$ cat config.mk
export PLATFORM = sky130hd
export DESIGN_NAME = pipeline_hazard_ctrl
export DESIGN_NICKNAME = d
export VERILOG_FILES = /design/src/rtl/pipeline_hazard_ctrl.sv
export SDC_FILE = /design/constraint.sdc
export NUM_CORES = 1
export LEC_CHECK = 0
export ABC_CLOCK_PERIOD_IN_PS = 5200
export CAP_MARGIN = 20
export CORE_MARGIN = 4
export CORE_UTILIZATION = 30
export DETAILED_ROUTE_END_ITERATION = 8
export DONT_BUFFER_PORTS = 1
export HOLD_SLACK_MARGIN = 0.02
export MAX_ROUTING_LAYER = met4
export PLACE_DENSITY = 0.53
export SYNTH_ARGS = -nofsm -noshare
export SYNTH_HDL_FRONTEND = slang
export SYNTH_SLANG_ARGS = --single-unit
$ cat constraint.sdc
create_clock -name clk -period 5.2 [get_ports clk]
set_input_delay 1.56 -clock clk [delete_from_list [all_inputs] [get_ports clk]]
set_output_delay 1.56 -clock clk [all_outputs]
set_load 0.01 [all_outputs]
$ cat src/rtl/pipeline_hazard_ctrl.sv
// Interlock and forwarding controller for a 5-stage in-order pipeline.
// Tracks the destination registers of the instructions in EX, MEM and WB.
// Produces the stall, flush and bubble controls and the registered EX operand
// forwarding selects.
// Serializes CSR/MRET/ECALL by draining the back end before issuing them.
// Keeps a saturating count of front-end stall cycles.
module pipeline_hazard_ctrl #(
    parameter int CNT_W = 16
) (
    input  logic             clk,
    input  logic             rst_n,
    input  logic             id_valid,
    input  logic [4:0]       id_rs1,
    input  logic [4:0]       id_rs2,
    input  logic [1:0]       id_uses_reg,
    input  logic [4:0]       id_rd,
    input  logic             id_reg_wen,
    input  logic [1:0]       id_wbsel,
    input  logic             id_serial,
    input  logic             ex_redirect,
    input  logic             mem_stall,
    output logic             stall_front,
    output logic             flush_if_id,
    output logic             bubble_id_ex,
    output logic             freeze_back,
    output logic [1:0]       fwd_a,
    output logic [1:0]       fwd_b,
    output logic             serial_busy,
    output logic [CNT_W-1:0] stall_cycles
);

    typedef struct packed {
        logic       vld;
        logic [4:0] rd;
        logic       wen;
        logic       ld;
    } trk_t;

    typedef enum logic [1:0] {
        S_RUN   = 2'd0,
        S_DRAIN = 2'd1,
        S_ISSUE = 2'd2
    } state_t;

    // A tracker entry supplies a source only for a real, writing, non-x0 producer.
    function automatic logic src_hit(trk_t e, logic [4:0] rs, logic used);
        return e.vld && e.wen && (e.rd != 5'd0) && (e.rd == rs) && used;
    endfunction

    // The youngest producer wins; a load in EX cannot forward (load-use stall covers it).
    function automatic logic [1:0] fwd_sel(logic ex_hit, logic ex_ld, logic mem_hit);
        if (ex_hit && !ex_ld) begin
            return 2'b01;
        end else if (mem_hit) begin
            return 2'b10;
        end
        return 2'b00;
    endfunction

    function automatic logic [CNT_W-1:0] sat_inc(logic [CNT_W-1:0] v);
        return (&v) ? v : v + {{(CNT_W-1){1'b0}}, 1'b1};
    endfunction

    trk_t             ex_q, ex_d, mem_q, mem_d, wb_q, wb_d, id_ent;
    state_t           state_q, state_d;
    logic             redir_pend_q, redir_pend_d;
    logic [1:0]       fwd_a_q, fwd_a_d, fwd_b_q, fwd_b_d;
    logic [CNT_W-1:0] cnt_q, cnt_d;

    logic any_vld, redirect, serial_req, load_use;
    logic a_ex_hit, a_mem_hit, b_ex_hit, b_mem_hit;

    assign id_ent     = {id_valid, id_rd, id_reg_wen, id_reg_wen & (id_wbsel == 2'b00)};
    assign any_vld    = ex_q.vld | mem_q.vld | wb_q.vld;
    // A redirect that arrived while the back end was frozen is remembered until release.
    assign redirect   = ex_redirect | redir_pend_q;
    assign serial_req = id_valid & id_serial & any_vld;
    assign a_ex_hit   = src_hit(ex_q,  id_rs1, id_uses_reg[0]);
    assign a_mem_hit  = src_hit(mem_q, id_rs1, id_uses_reg[0]);
    assign b_ex_hit   = src_hit(ex_q,  id_rs2, id_uses_reg[1]);
    assign b_mem_hit  = src_hit(mem_q, id_rs2, id_uses_reg[1]);
    assign load_use   = ex_q.ld & (a_ex_hit | b_ex_hit);

    assign fwd_a        = fwd_a_q;
    assign fwd_b        = fwd_b_q;
    assign stall_cycles = cnt_q;
    assign serial_busy  = rst_n & (state_q != S_RUN);

    // Pipeline controls, resolved in priority order: reset, memory freeze, redirect, serialize, load-use.
    always_comb begin
        stall_front  = 1'b0;
        flush_if_id  = 1'b0;
        bubble_id_ex = 1'b0;
        freeze_back  = 1'b0;
        if (!rst_n) begin
            flush_if_id  = 1'b1;
            bubble_id_ex = 1'b1;
        end else if (mem_stall) begin
            freeze_back  = 1'b1;
            stall_front  = 1'b1;
        end else if (redirect) begin
            flush_if_id  = 1'b1;
            bubble_id_ex = 1'b1;
        end else if ((state_q == S_DRAIN) || ((state_q == S_RUN) && serial_req)) begin
            stall_front  = 1'b1;
            bubble_id_ex = 1'b1;
        end else if (load_use) begin
            stall_front  = 1'b1;
            bubble_id_ex = 1'b1;
        end
    end

    // Serialize FSM next state and the pending-redirect latch.
    always_comb begin
        state_d      = state_q;
        redir_pend_d = 1'b0;
        if (mem_stall) begin
            redir_pend_d = redir_pend_q | ex_redirect;
        end else if (redirect) begin
            state_d = S_RUN;
        end else begin
            case (state_q)
                S_RUN:   if (serial_req) state_d = S_DRAIN;
                S_DRAIN: if (!any_vld)   state_d = S_ISSUE;
                S_ISSUE: state_d = S_RUN;
                default: state_d = S_RUN;
            endcase
        end
    end

    // Tracker advance, forwarding-select capture and stall counting.
    always_comb begin
        ex_d    = ex_q;
        mem_d   = mem_q;
        wb_d    = wb_q;
        fwd_a_d = fwd_a_q;
        fwd_b_d = fwd_b_q;
        cnt_d   = stall_front ? sat_inc(cnt_q) : cnt_q;
        if (!mem_stall) begin
            wb_d  = mem_q;
            mem_d = ex_q;
            if (bubble_id_ex) begin
                ex_d    = '0;
                fwd_a_d = 2'b00;
                fwd_b_d = 2'b00;
            end else begin
                ex_d    = id_ent;
                fwd_a_d = fwd_sel(a_ex_hit, ex_q.ld, a_mem_hit);
                fwd_b_d = fwd_sel(b_ex_hit, ex_q.ld, b_mem_hit);
            end
        end
    end

    // Tracker registers; only the valid bits need clearing on reset.
    always_ff @(posedge clk) begin
        ex_q  <= ex_d;
        mem_q <= mem_d;
        wb_q  <= wb_d;
        if (!rst_n) begin
            ex_q.vld  <= 1'b0;
            mem_q.vld <= 1'b0;
            wb_q.vld  <= 1'b0;
        end
    end

    // Control state registers; reset abandons any drain in progress.
    always_ff @(posedge clk) begin
        if (!rst_n) begin
            state_q      <= S_RUN;
            redir_pend_q <= 1'b0;
            fwd_a_q      <= 2'b00;
            fwd_b_q      <= 2'b00;
            cnt_q        <= '0;
        end else begin
            state_q      <= state_d;
            redir_pend_q <= redir_pend_d;
            fwd_a_q      <= fwd_a_d;
            fwd_b_q      <= fwd_b_d;
            cnt_q        <= cnt_d;
        end
    end

endmodule

# Word level (Yosys, flattened, before mapping)
# Index checks and enable logic that the tools add are counted.
# word_totals
regBits,39
latchBits,0
mem_bits_rw,0
romBits,0
inputBits,26
output_inout_bits,25
elab_cells,92
mem_count,0
# classes
addsub,1
mul,0
div_mod_pow,0
order_cmp,0
n_eq_ne,7
shifts,0
muxes,34
bitwise_logic,11
n_reduce_logical,26
# op_table
op,count
2-bit two-way mux,11
1-bit two-way mux,21
5-bit == test,4
16-bit by 1-bit adder with 16-bit output (second input constant),1
16-bit AND reduction,1
1-bit logical AND,15
5-bit nonzero test,2
8-bit two-way mux,1
3-bit inequality test (second input constant),2
1-bit AND,5
2-bit logical NOT,2
1-bit bitwise OR,4
2-bit one-hot mux with 2 select lines,1
2-bit AND reduction,2
3-bit AND reduction,1
2-bit by 1-bit == test with 1-bit output (second input constant),1
1-bit NOT,2
2-bit nonzero test,1
1-bit logical NOT,1
1-bit logical OR,1

# Longest topological paths before layout
# depth
depth_word,15
ltp_mapped,8
depth_no_buf,8

# Worst setup path before layout
# No wires, ideal clock.
# synth_path
path_kind,input port to output port
start,input id_rs1[3]
end,output bubble_id_ex
t_arrival_ns,2.719
t_required_ns,3.640
setup_slack_ns,0.921
cell_stages,6
n_path_buf,0
cell_sequence,xor2_1 -> nor4_1 -> and3_1 -> or2_1 -> a21oi_1 -> a21oi_2
# synth_between
elab_chain_cells,10
# synth_rtl
element,line,rtl
start: declaration,13,"input logic [4:0] id_rs1,"
5-bit == test,47,return e.vld && e.wen && (e.rd != 5'd0) && (e.rd == rs) && used;
1-bit logical AND (2 in series),47,
1-bit bitwise OR,82,assign load_use = ex_q.ld & (a_ex_hit | b_ex_hit);
1-bit AND,82,
1-bit two-way mux,107,end else if (load_use) begin
1-bit two-way mux,104,end else if ((state_q == S_DRAIN) || ((state_q == S_RUN) && serial_req)) begin
1-bit two-way mux,101,end else if (redirect) begin
1-bit two-way mux,98,end else if (mem_stall) begin
1-bit two-way mux,95,if (!rst_n) begin
end: declaration,24,"output logic bubble_id_ex,"
# No other way between the ends.

# Worst setup path in the final report
# Ends and elaborated chain as after synthesis.

==> impl_metrics.xml <==
<?xml version="1.0" encoding="UTF-8"?>
<metrics>
  <group name="clock_tree">
    <metric name="cts.repair.resized" unit="">0</metric>
    <metric name="cts_max_path_buffers" unit="">2</metric>
    <metric name="hold_buffers" unit="">0</metric>
    <metric name="cts.clk_slew.worst_paths" unit="ps">80</metric>
    <metric name="htree_levels" unit="">2</metric>
    <metric name="clkSinkCount" unit="">39</metric>
    <metric name="root_buffer" unit="">clkbuf_8</metric>
    <metric name="cts_buffers" unit="">5</metric>
    <metric name="cts_tree" unit="">done</metric>
    <metric name="worst_skew_pair_later_pin_latency" unit="ps">290</metric>
    <metric name="cts_setup_buffers" unit="">0</metric>
  </group>
  <group name="power">
    <metric name="pwr_density_cell" unit="mW/mm2">269</metric>
    <metric name="net-switching-power" unit="uW">142</metric>
    <metric name="clock_power_share" unit="">0.344</metric>
    <metric name="power.internal" unit="uW">438</metric>
    <metric name="part_of_the_power_in_registers" unit="">0.578</metric>
    <metric name="power.ir.vdd_worst" unit="mV">0.0977</metric>
    <metric name="share_comb_of_total_power" unit="">0.078</metric>
    <metric name="netSwitchingFraction" unit="">0.244</metric>
    <metric name="p_leak" unit="uW">0.000783</metric>
  </group>
  <group name="die">
    <metric name="design.core.area" unit="mm2">0.00639</metric>
    <metric name="floorplan.rows" unit="">29</metric>
    <metric name="die_height" unit="um">89.3</metric>
    <metric name="fp.dieArea" unit="mm2">0.00797</metric>
    <metric name="top_level_ports" unit="">51</metric>
    <metric name="initial_core_util" unit="">0.310</metric>
    <metric name="die_width" unit="um">89.3</metric>
  </group>
  <group name="critical_path">
    <metric name="critical_path_class" unit="">input port to output port</metric>
    <metric name="worstPathMaxFanout" unit="">10</metric>
    <metric name="endpoint_kind" unit="">output port</metric>
    <metric name="timing.critical_path.arrival" unit="ps">2960</metric>
    <metric name="critical_path_required_time" unit="ps">3640</metric>
    <metric name="worstSetupStartpointType" unit="">input port</metric>
  </group>
  <group name="timing">
    <metric name="final_min_period_over_clock_period" unit="">0.870</metric>
    <metric name="maxClockFrequency" unit="MHz">221</metric>
    <metric name="setup_skew" unit="ps">7.84</metric>
    <metric name="report.final.setup_viol" unit="">0</metric>
    <metric name="hold_ws" unit="ps">442</metric>
    <metric name="timing.setup.tns" unit="ps">0</metric>
    <metric name="slew_headroom" unit="">0.640</metric>
    <metric name="grt_setup_unrepaired" unit="">no</metric>
    <metric name="fin_ws" unit="ps">678</metric>
    <metric name="hold_viol_final" unit="">0</metric>
    <metric name="report.final.slew_viol_count" unit="">0</metric>
    <metric name="tightestPinTransition" unit="ps">540</metric>
    <metric name="final.min_clock_period" unit="ps">4520</metric>
  </group>
  <group name="drt">
    <metric name="route.detailed.wl_per_inst" unit="um">15.7</metric>
    <metric name="drc" unit="">0</metric>
    <metric name="routed-via-count" unit="">1454</metric>
    <metric name="drt_pre_antenna_iters" unit="">4</metric>
    <metric name="drt-total-wl" unit="mm">4.47</metric>
    <metric name="detail-route-antenna-nets" unit="">0</metric>
    <metric name="routed_via_density" unit="">5.12</metric>
    <metric name="detailedRoute.firstIterationViolations" unit="">29</metric>
  </group>
  <group name="yosys">
    <metric name="yosys.area.top_type_share" unit="">0.263</metric>
    <metric name="yosys_warnings" unit="">0</metric>
    <metric name="synth_top_cells_by_count" unit="">dfxtp_1 (26), nand2_1 (24), nor2_1 (17), xor2_1 (16), edfxtp_1 (13)</metric>
    <metric name="avgSynthCellArea" unit="um2">9.86</metric>
    <metric name="synth_area" unit="mm2">0.00198</metric>
    <metric name="synth.top_cells.by_area" unit="">dfxtp_1 (26%), edfxtp_1 (20%), xor2_1 (7.1%)</metric>
    <metric name="netlist_instances" unit="">201</metric>
    <metric name="ys_types" unit="">47</metric>
    <metric name="synth_enable_flop_cells" unit="">13</metric>
    <metric name="synth-main-ff-cell" unit="">dfxtp_1</metric>
    <metric name="synth-async-reset-ratio" unit="">0</metric>
    <metric name="synth-seq-area-share" unit="">0.460</metric>
    <metric name="yosysMostFrequentCell" unit="">dfxtp_1</metric>
    <metric name="synth-seq-cells" unit="">39</metric>
    <metric name="synth_nets" unit="">228</metric>
    <metric name="cell_type_contributing_the_most_total_cell_area_after_synthesis" unit="">dfxtp_1</metric>
  </group>
  <group name="grt">
    <metric name="gr_util_all_layers" unit="">0.119</metric>
    <metric name="antenna_found_initial" unit="">0</metric>
    <metric name="global_route.overflow_total" unit="">0</metric>
    <metric name="number_of_global_route_vias_before_repair" unit="">1409</metric>
    <metric name="grt_first_pass_wirelength" unit="mm">7.07</metric>
    <metric name="grt_max_degree" unit="">18</metric>
  </group>
  <group name="layout">
    <metric name="share_of_post_route_cells_with_drive_strength_above_1" unit="">0.0966</metric>
    <metric name="final_nets" unit="">233</metric>
    <metric name="fin_cells" unit="">284</metric>
    <metric name="areaGrowthSynthToFinish" unit="%">8.90</metric>
    <metric name="insertedDiodeCount" unit="">0</metric>
  </group>
  <group name="flow_run">
    <metric name="cap_viol_max_count" unit="">0</metric>
  </group>
  <group name="place">
    <metric name="post-place-cells" unit="">276</metric>
    <metric name="pre_cts_slack" unit="ps">682</metric>
    <metric name="io_buffers" unit="">0</metric>
    <metric name="global_placer_s_final_weighted_congestion" unit="">0.852</metric>
    <metric name="dp_hpwl" unit="mm">3.46</metric>
  </group>
  <group name="worst_hold_path">
    <metric name="hold_class" unit="">flip-flop to flip-flop</metric>
  </group>
  <group name="status">
    <metric name="run_status" unit="">complete, no violations</metric>
  </group>
</metrics>
-- layout make-up --
| type | instances | area (um2) |
|---|---|---|
| well taps | 77 | 96.3 |
| repair buffers | 1 | 7.51 |
| clock buffers | 6 | 72.6 |
| fillers | 634 | 4230 |
| clock inverters | 2 | 12.5 |
| flip-flops and latches | 39 | 911 |
| inverters | 5 | 18.8 |
| multi-input cells | 154 | 1040 |
-- worst max-delay path: stages --
cell and delay (ps):
xor2_1 130, nor4_1 260, and3_1 310, or2_1 160, a21oi_1 90, a21oi_2 440
-- cell families (layout without fill, tap and decap cells) --
family / Yosys count / after routing / synth area share
AND/OR/NAND/NOR: 95 / 95 / 0.263
flip-flops: 39 / 39 / 0.460
XOR/XNOR: 25 / 25 / 0.110
AO/OA/AOI/OAI: 23 / 23 / 0.0941
multiplexers: 10 / 10 / 0.0505
buffers and inverters: 8 / 14 / 0.0158
adder cells (fa/ha/maj): 1 / 1 / 0.00631
-- power groups by stage --
stage | combinational [uW] | sequential [uW] | clock, uW
2_1_floorplan | 38.3 | 340 | 0
3_3_place_gp | 45.0 | 343 | 0
3_5_place_dp | 45.1 | 343 | 0
6_report | 45.0 | 335 | 200
5_1_grt | 50.2 | 337 | 221
4_1_cts | 45.4 | 336 | 210
-- final timing paths --
path	endpoint	slack [ps]	cells after the start	from
setup / recovery	bubble_id_ex	680	6	id_rs1[3]
hold / removal	mem_q[1]$_DFFE_PN_	440	0	ex_q[1]$_SDFFCE_PP0N_
setup reg to reg	ex_q[4]$_SDFFCE_PP0N_	2790	7	ex_q[5]$_SDFFCE_PP0N_
hold reg to reg	mem_q[1]$_DFFE_PN_	440	0	ex_q[1]$_SDFFCE_PP0N_
-- metrics by stage --
step | power [uW] | utilization | cell area (um2)
finish | 580 | 0.338 | 2160
global route | 609 | 0.338 | 2160
CTS | 591 | 0.338 | 2160
detailed placement | 388 | 0.325 | 2070
global placement | 388 | 0.325 | 2070
floorplan | 378 | - | 1980
-- cell usage in the layout (no fill, tap or decap), types with 3 or more instances in the layout --
| cell type | netlist | routed |
|---|---|---|
| a211oi_1 | 3 | 3 |
| a21oi_1 | 6 | 6 |
| and2b_1 | 5 | 5 |
| and3_1 | 5 | 5 |
| clkbuf_8 | 0 | 5 |
| dfxtp_1 | 26 | 26 |
| edfxtp_1 | 13 | 13 |
| inv_1 | 4 | 4 |
| mux2i_1 | 10 | 10 |
| nand2_1 | 24 | 24 |
| nand2b_1 | 5 | 5 |
| nand3_1 | 5 | 5 |
| nand4_1 | 9 | 9 |
| nor2_1 | 17 | 17 |
| nor3_1 | 4 | 4 |
| nor4_1 | 4 | 4 |
| or4_1 | 3 | 3 |
| xnor2_1 | 9 | 9 |
| xor2_1 | 16 | 16 |
-- metal layers --
layer / up-vias / routed length [um] / global-route usage
li1: 739 / - / -
met1: 674 / 2020 / 0.145
met2: 35 / 2080 / 0.184
met3: 6 / 306 / 0.0415
met4: 0 / 68 / 0.0433
met5: - / 0 / -
-- sequential cells by signal, indices dropped and copies added, names as in the netlist --
signal / cells
fwd_b: 2
redir_pend_q: 1
stall_cycles: 16
state_q: 2
mem_q: 7
fwd_a: 2
ex_q: 8
wb_q: 1
Power figures use the tool's default switching activity.
